[src/rtl/md_scheduler_if.sv]
// Issue/operand/result bundle between the pipeline and the HI/LO multiply-divide scheduler.
// Pipeline side uses master; the scheduler uses slave.
interface md_scheduler_if;
    logic        start;
    logic [2:0]  op;
    logic [31:0] a;
    logic [31:0] b;
    logic        d_use_md;
    logic        busy;
    logic        md_stall;
    logic [31:0] hi;
    logic [31:0] lo;

    modport master (
        output start, op, a, b, d_use_md,
        input  busy, md_stall, hi, lo
    );

    modport slave (
        input  start, op, a, b, d_use_md,
        output busy, md_stall, hi, lo
    );
endinterface

[src/rtl/md_scheduler.sv]
// HI/LO mult/div scheduler: result is computed at issue, then held for MUL_CYC/DIV_CYC busy cycles before commit.
// MTHI/MTLO write in one cycle; the divider exists only when MD_DIV_EN is defined.
module md_scheduler #(
    parameter int MUL_CYC = 5,
    parameter int DIV_CYC = 10
) (
    input  logic        clk,
    input  logic        rst,
    md_scheduler_if.slave md
);
    localparam logic [2:0] OP_MULT  = 3'd0;
    localparam logic [2:0] OP_MULTU = 3'd1;
    localparam logic [2:0] OP_MTHI  = 3'd4;
    localparam logic [2:0] OP_MTLO  = 3'd5;
    localparam logic [3:0] MUL_CNT  = 4'(MUL_CYC);
    localparam logic [3:0] DIV_CNT  = 4'(DIV_CYC);

    typedef enum logic {IDLE = 1'b0, BUSY = 1'b1} state_t;

    state_t      state;
    logic [3:0]  cnt;
    logic [31:0] pend_hi, pend_lo;
    logic [31:0] hi_q, lo_q;

    logic        mul_op, div_op, long_op, sgn;
    logic [63:0] prod;
    logic [31:0] res_hi, res_lo;

    assign mul_op  = (md.op == OP_MULT) || (md.op == OP_MULTU);
    assign long_op = mul_op || div_op;
    // Even opcodes of each pair (MULT, DIV) are the signed forms.
    assign sgn     = ~md.op[0];
    assign prod    = {{32{sgn & md.a[31]}}, md.a} * {{32{sgn & md.b[31]}}, md.b};

`ifdef MD_DIV_EN
    logic        neg_a, neg_b;
    logic [31:0] ua, ub, quo_u, rem_u;

    assign div_op = (md.op == 3'd2) || (md.op == 3'd3);
    assign neg_a  = sgn & md.a[31];
    assign neg_b  = sgn & md.b[31];
    assign ua     = neg_a ? -md.a : md.a;
    assign ub     = neg_b ? -md.b : md.b;
    // Magnitude division sidesteps the 0x80000000 / -1 overflow; remainder follows the dividend.
    assign quo_u  = (ub == 32'd0) ? 32'd0 : ua / ub;
    assign rem_u  = (ub == 32'd0) ? 32'd0 : ua % ub;
`else
    assign div_op = 1'b0;
`endif

    always_comb begin
        res_hi = prod[63:32];
        res_lo = prod[31:0];
`ifdef MD_DIV_EN
        if (div_op) begin
            if (md.b == 32'd0) begin
                res_hi = hi_q;
                res_lo = lo_q;
            end else begin
                res_hi = neg_a ? -rem_u : rem_u;
                res_lo = (neg_a ^ neg_b) ? -quo_u : quo_u;
            end
        end
`endif
    end

    always_ff @(posedge clk or negedge rst) begin
        if (!rst) begin
            state   <= IDLE;
            cnt     <= 4'd0;
            pend_hi <= 32'd0;
            pend_lo <= 32'd0;
            hi_q    <= 32'd0;
            lo_q    <= 32'd0;
        end else begin
            case (state)
                IDLE: begin
                    if (md.start) begin
                        if (long_op) begin
                            state   <= BUSY;
                            cnt     <= mul_op ? MUL_CNT : DIV_CNT;
                            pend_hi <= res_hi;
                            pend_lo <= res_lo;
                        end else if (md.op == OP_MTHI) begin
                            hi_q <= md.a;
                        end else if (md.op == OP_MTLO) begin
                            lo_q <= md.a;
                        end
                    end
                end
                BUSY: begin
                    cnt <= cnt - 4'd1;
                    if (cnt == 4'd1) begin
                        hi_q  <= pend_hi;
                        lo_q  <= pend_lo;
                        state <= IDLE;
                    end
                end
                default: state <= IDLE;
            endcase
        end
    end

    assign md.busy     = (state == BUSY);
    assign md.md_stall = rst & md.d_use_md & ((state == BUSY) | (md.start & long_op));
    assign md.hi       = hi_q;
    assign md.lo       = lo_q;
endmodule
[src/flat_wrapper.sv]
// flat-port wrapper written by rule: the top's interface ports become plain ports
module md_scheduler_flat 
#(
    parameter int MUL_CYC = 5,
    parameter int DIV_CYC = 10
)
  (clk, rst, md_start, md_op, md_a, md_b, md_d_use_md, md_busy, md_md_stall, md_hi, md_lo);
  md_scheduler_if md_i ();
  input  logic clk;
  input  logic rst;
  input wire logic [$bits(md_i.start)-1:0] md_start;
  input wire logic [$bits(md_i.op)-1:0] md_op;
  input wire logic [$bits(md_i.a)-1:0] md_a;
  input wire logic [$bits(md_i.b)-1:0] md_b;
  input wire logic [$bits(md_i.d_use_md)-1:0] md_d_use_md;
  output wire logic [$bits(md_i.busy)-1:0] md_busy;
  output wire logic [$bits(md_i.md_stall)-1:0] md_md_stall;
  output wire logic [$bits(md_i.hi)-1:0] md_hi;
  output wire logic [$bits(md_i.lo)-1:0] md_lo;
  assign md_i.start = md_start;
  assign md_i.op = md_op;
  assign md_i.a = md_a;
  assign md_i.b = md_b;
  assign md_i.d_use_md = md_d_use_md;
  assign md_busy = md_i.busy;
  assign md_md_stall = md_i.md_stall;
  assign md_hi = md_i.hi;
  assign md_lo = md_i.lo;
  md_scheduler #(.MUL_CYC(MUL_CYC), .DIV_CYC(DIV_CYC)) u_core (.clk(clk), .rst(rst), .md(md_i));
endmodule
[config.mk]
export PLATFORM = sky130hd
export DESIGN_NAME = md_scheduler_flat
export DESIGN_NICKNAME = d
export VERILOG_FILES = /design/src/rtl/md_scheduler_if.sv /design/src/rtl/md_scheduler.sv /design/src/flat_wrapper.sv
export SDC_FILE = /design/constraint.sdc
export NUM_CORES = 2
export LEC_CHECK = 0
export CAP_MARGIN = 30
export CELL_PAD_IN_SITES_DETAIL_PLACEMENT = 1
export CELL_PAD_IN_SITES_GLOBAL_PLACEMENT = 1
export CORE_MARGIN = 2
export CORE_UTILIZATION = 41
export CTS_CLUSTER_DIAMETER = 80
export DETAILED_ROUTE_END_ITERATION = 16
export HOLD_SLACK_MARGIN = 0.1
export PLACE_DENSITY_LB_ADDON = 0.1
export SLEW_MARGIN = 40
export SYNTH_ARGS = -nofsm -noshare
export SYNTH_HDL_FRONTEND = slang
export SYNTH_SLANG_ARGS = --single-unit
[constraint.sdc]
create_clock -name clk -period 2.25 [get_ports clk]
set_clock_uncertainty 0.1 [all_clocks]
set_input_delay 0.45 -clock clk [delete_from_list [all_inputs] [get_ports clk]]
set_output_delay 0.45 -clock clk [all_outputs]
set_load 0.01 [all_outputs]
* Word level (Yosys, flattened, before mapping)
Cells that the tools add are included.
** Storage, ports and cells
- Bits in registers :: 133
- Input port bits :: 71
- Output and inout port bits :: 66
** Cells by class
- Add/subtract/negate cells :: 1
- Multiply operators :: 1
- Eq/ne operators :: 11
- Mux-type cells :: 18
- Bitwise logic cells :: 8
- Reductions and logical operators :: 6
** Operator list (number)
- 32-bit 2-to-1 mux :: 9
- 32-bit case mux with 2 select lines :: 2
- 33-bit by 33-bit multiplier with 64-bit output :: 1
- 4-bit 2-to-1 mux :: 2
- 2-bit inequality test (second input constant) :: 4
- 4-bit case mux with 2 select lines :: 1
- 3-bit == test (second input constant) :: 2
- 2-bit by 1-bit inequality test with 1-bit output (second input constant) :: 3
- 1-bit AND :: 5
- 5-bit AND reduction :: 1
- 4-bit by 1-bit == test with 1-bit output (second input constant) :: 1
- 4-bit AND reduction :: 1
- 4-bit by 1-bit subtractor with 4-bit output (second input constant) :: 1
- 3-bit by 1-bit == test with 1-bit output (second input constant) :: 1
- 3-bit zero test :: 1
- 1-bit 2-to-1 mux :: 3
- 3-bit AND reduction :: 1
- 1-bit NOT :: 2
- 1-bit case mux with 2 select lines :: 1
- 2-bit AND reduction :: 1
- 1-bit logical OR :: 1
- 1-bit bitwise OR :: 1

* Depth between registers and ports, before layout
- Depth in word-level cells :: 6
- Mapped depth :: 29
- Depth with buffers taken out :: 27

* Least setup slack after synthesis
OpenSTA, ideal clock, no wires.
- Path kind :: in2reg
- Start :: input port md_a[31]
- End :: register u_core.pend_hi[30]
- Library setup time :: 0.120 ns
- Data arrival time :: 8.153 ns
- Data required time :: 2.030 ns
- Slack :: -6.123 ns
- Cell stages on the path :: 26
- Buffers on the path :: 2
- Cell sequence :: nor2b_1 -> clkbuf_1 -> and2_1 -> fa_1 -> fa_1 -> fa_1 -> inv_1 -> fa_1 -> inv_1 -> fa_1 -> fa_1 -> inv_1 -> fa_1 -> inv_1 -> fa_1 -> ha_1 -> clkbuf_1 -> a21oi_1 -> o21ai_1 -> a21o_1 -> a21oi_1 -> nor2_1 -> a2111oi_0 -> a211oi_1 -> or3_1 -> a31o_2
** Between the ends
- Word-level cells in the longest chain between the ends :: 2
** Ends and longest elaborated chain
- from (decl) :: line flat_wrapper.sv:13 : input wire logic [$bits(md_i.a)-1:0] md_a;
- 1-bit AND :: line md_scheduler.sv:33 : assign prod = {{32{sgn & md.a[31]}}, md.a} * {{32{sgn & md.b[31]}}, md.b};
- 33-bit by 33-bit multiplier with 64-bit output * :: line md_scheduler.sv:33
- to (signal assigned) :: line md_scheduler.sv:82 : pend_hi <= res_hi;
- to (decl) :: line md_scheduler.sv:22 : logic [31:0] pend_hi, pend_lo;
Mark *: on every way between the ends. The rest lies on a longest branch, timed or not.
A chain may end at the register's enable or synchronous reset.

* Final worst setup path
- Start :: input port md_a[31]
- End :: register u_core.pend_hi[28]
The elaborated chain is that of the path after synthesis.

==> results.md <==
STA:
- The final count of pins violating max slew is 0.
- Of the available clock period, the critical path in the final layout requires 333.3%.
- The achievable clock frequency is 133.3 MHz.
- Counting I/O delays and the setup requirement, the final critical path takes 7.500 ns.
- The headroom to the max-slew limit is between 40% and 50%.
- Setup repair after global routing could not meet its margin everywhere.
- The transition at the pin with the smallest max-transition slack is ~0.77 ns.
- The slack of the critical path is -5.250 ns.
- The number of failing hold endpoints at the final stage is 0.
- Setup total negative slack on the finished layout was measured at -261.74 ns.
- The setup violation total in the final timing report is just over 60.

Die:
- In this run the horizontal extent of the chip is 329.1 um.
- The core outline area is ~110000 sq um.
- The floorplan has 119 rows.
- In this run the vertical extent of the chip is 329.1 um.
- 137 I/O pins were placed.
- The initial core utilization is between 40 and 50%.
- The die covers 108300 sq um.

Global route:
- The via count of the first global-routing pass is slightly above 40000.
- The maximum number of pins on one net before global-route repair is 134.
- The leftover overflow at the end of global routing is 0.
- The first-pass GRT wire length is approximately 260000 um.
- The number of antenna violations at the first check in global routing was 10.
- The global-route usage over all layers is between 30 and 40%.

Synth:
- Of the total synthesized cell area, the portion taken by full adders, half adders and majority gates is slightly below 60%.
- Counting instances in the post-synthesis netlist gives the leading cell types as sky130_fd_sc_hd__fa_1 (1125), sky130_fd_sc_hd__inv_1 (1107), sky130_fd_sc_hd__nand2_1 (884).
- The multiplexer share of the synthesized area is 0.02310%.
- The share of Yosys cell area claimed by the top area cell type is 51.97%.
- Each instance of the synthesized netlist takes up on average 9.088 sq um.
- The most used flip-flop cell after synthesis is sky130_fd_sc_hd__dfrtp_1.
- The count of synthesis-stage warnings from yosys is 0.
- The netlist uses 58 different library cells.
- Synthesis handed over a netlist of 4769 instances.
- Counting flops with an async set or reset pin after synthesis yields a share of 100.0%.
- After synthesis, the cell types taking the most area are sky130_fd_sc_hd__fa_1 (52%), sky130_fd_sc_hd__inv_1 (9.6%), sky130_fd_sc_hd__dfrtp_1 (7.7%).
- The synthesized cell area is 43340 sq um.
- After Yosys synthesis, XOR and XNOR cells account for 1.516% of the synthesized area.
- Summing the areas of all compound-gate instances in the mapped netlist gives between 5 and 6% of the synthesized area.
- By area, the combinational part of the netlist is dominated by adder cells.
- The net count of the mapped netlist is 6179.
- The number of flops mapped to enable cells by yosys is 0.
- Among all cell types in the netlist, the one instantiated most often is sky130_fd_sc_hd__fa_1.
- The simple-gate portion of the synthesized area is 15.23%.
- The sequential share of the synthesized area is 7.679%.
- The count of state elements after synthesis is 133.
- The biggest area contributor in the post-synthesis netlist is sky130_fd_sc_hd__fa_1.

Worst hold path:
- The worst min-delay path class is flop to flop.
- The cell depth of the worst hold path is 2.
- The beginning of the worst hold path is u_core.md.lo[9].
- The end of the worst hold path is u_core.md.lo[9].

Drt:
- The DRC violation count after routing is 0.
- The number of DRC markers in iteration 0 is 2200.
- The count of nets left with antenna violations once routing finished came out at 0.
- In the final routed layout, each cell accounts on average for 25.87 um.
- The final route contains about 36000 vias.
- Summed over all layers, the routed wires come to between 150000 and 200000 um.
- The average vias per placed instance is 5.245.
- Before antenna repair, the detailed router went through 5 iterations.

Clock network:
- The longest clock path from root to sink contains 2 buffers.
- The clock sink count is 133.
- The clock latency at the later pin of the worst-skew pair is 0.43 ns.
- In this run the number of H-tree levels came out at 4.
- Clock tree synthesis selected as its root buffer the cell sky130_fd_sc_hd__clkbuf_16.
- The clock-pin slew reported for the worst setup and hold paths after clock tree synthesis is 0.07 ns.
- In this run, CTS created clock tree buffers numbering 17.
- TritonCTS built the clock tree.

Layout:
- After the last flow step, the layout net total stands at 6912.
- The number of fill cells in the layout is around 12000.
- From synthesis to final layout, the design area changed by 35.27%.
- At the end of the flow the core is filled with cells to a little under three fifths.
- Of the cells placed in the final design, the portion with a size suffix greater than 1 is roughly 27%.

Critical path:
- Setup slack on the worst reg-to-reg path comes out at 0.38 ns.
- The endpoint class of the critical path is a flop.
- Data arrives at the worst endpoint at 7.71 ns.
- The worst setup path is launched from an input port.
- The worst register-to-register path begins at u_core.md.busy.
- The worst setup path is of the input port to flop kind.
- In this run the worst path has a maximum fanout of 5.
- For the worst setup path, the data required time is ~2.5 ns.
- The first element of the critical path is md_a[31].
- Measured in cells, the most critical reg-to-reg path has a length of 6.
- The endpoint identified for the worst register-to-register timing path is u_core.md.lo[11].

Run status:
- The final reports fail on setup timing.
- The flow ran to the end, but the final reports show violations.

Placement:
- The last weighted congestion value of the routability-driven placer is ~0.89.
- Detailed placement finished with a half-perimeter wire length of roughly 130000 um.
- During placement, the flow inserted port buffers numbering roughly 140.
- The pre-CTS setup slack is -6.097 ns.

Flow run:
- The max capacitance violation total is 0.
[registers in the layout, summed over array words and instances, names as in the netlist]
| signal | cells |
|---|---|
| u_core.pend_lo | 32 |
| u_core.cnt | 4 |
| u_core.md.busy | 1 |
| u_core.md.lo | 32 |
| u_core.md.hi | 32 |
| u_core.pend_hi | 32 |
[routing by layer]
layer	up-vias	GRT usage, %	part of all wire [%]
li1	15280	-	-
met1	19520	41.38	39
met2	1076	58.43	50
met3	363	3.445	5.1
met4	0	12.34	5.4
met5	-	0	0
[metrics by stage]
stage	cell area, sq um	cells	hold WS, ns
floorplan	45110	4769	0.05441
global placement	52160	6633	0.3504
detailed placement	52160	6633	0.3625
CTS	57330	6857	0.3779
global route	58620	6906	0.4075
finish	58630	6909	0.3777
[worst max path at each step]
stage                         end  cells past startpoint  slack, ns
2_1_floorplan  u_core.pend_hi[30]                     28      -5.31
3_3_place_gp   u_core.pend_hi[30]                     25      -6.01
3_5_place_dp   u_core.pend_hi[30]                     27      -6.10
4_1_cts        u_core.pend_hi[28]                     27      -5.18
5_1_grt        u_core.pend_hi[28]                     28      -5.43
6_report       u_core.pend_hi[28]                     28      -5.25
[cells by family after synthesis]
family                     Yosys count
buffers and inverters             1379
muxes                                1
and+or+nand+nor                   1436
DFF                                133
adders and majority gates         1339
AOI/OAI and AO/OA                  406
xor gates and xnor gates            75
[layout make-up]
type                    count  area (sq um)  share of cell area [%]
multi-input cells        3257         37940                   64.71
repair buffers            985         10850                   18.51
flip-flops and latches    133          3332                   5.683
clock inverters            14         138.9                  0.2369
repair inverters            1         7.507                 0.01281
well taps                1391          1740                   2.969
inverters                1107          4177                   7.124
diodes                      3         7.507                 0.01281
clock buffers              18         429.2                  0.7320
[worst max-delay path, cell delays in order]
cell	delay [ns]
sky130_fd_sc_hd__buf_6	0.09
sky130_fd_sc_hd__nor2b_4	0.13
sky130_fd_sc_hd__buf_12	0.14
sky130_fd_sc_hd__buf_16	0.14
sky130_fd_sc_hd__and2_4	0.13
sky130_fd_sc_hd__fa_1	0.56
sky130_fd_sc_hd__fa_2	0.49
sky130_fd_sc_hd__fa_2	0.64
sky130_fd_sc_hd__clkinvlp_4	0.15
sky130_fd_sc_hd__buf_4	0.15
sky130_fd_sc_hd__fa_1	0.49
sky130_fd_sc_hd__inv_1	0.06
sky130_fd_sc_hd__fa_1	0.51
sky130_fd_sc_hd__fa_1	0.46
sky130_fd_sc_hd__fa_1	0.52
sky130_fd_sc_hd__inv_2	0.04
sky130_fd_sc_hd__fa_1	0.50
sky130_fd_sc_hd__inv_2	0.05
sky130_fd_sc_hd__ha_4	0.23
sky130_fd_sc_hd__a21o_1	0.20
sky130_fd_sc_hd__buf_4	0.15
sky130_fd_sc_hd__a21o_1	0.16
sky130_fd_sc_hd__a21oi_2	0.21
sky130_fd_sc_hd__o21a_1	0.18
sky130_fd_sc_hd__o21a_1	0.17
sky130_fd_sc_hd__o31a_1	0.25
sky130_fd_sc_hd__nor3_2	0.07
sky130_fd_sc_hd__or3b_1	0.38
[placed cells by master (no fill, tap or decap), drive strengths merged, types with 37 or more instances in the layout]
master / synthesis / layout
fa: 1125 / 1125
buf: 9 / 874
clkdlybuf4s50: 0 / 69
and2: 363 / 363
nand2: 884 / 884
dfrtp: 133 / 133
inv: 1107 / 1113
xnor2: 46 / 46
o21ai: 154 / 154
a21oi: 135 / 135
ha: 214 / 214
nor2b: 37 / 37
a21o: 37 / 37
nor2: 67 / 67
[repair_timing]
item | CTS | global route
gates resized for setup | 782 | 223
hold buffers | 1 | 0
hold endpoints to repair | 20 | 0
cloned | 48 | 6
buffers inserted | 158 | 54
setup endpoints to repair | 64 | 62
pin swaps | 308 | 208
Power is left out: the tool's default activity adds up to more than one toggle a clock period on the data nets, which glitch-free logic cannot reach.
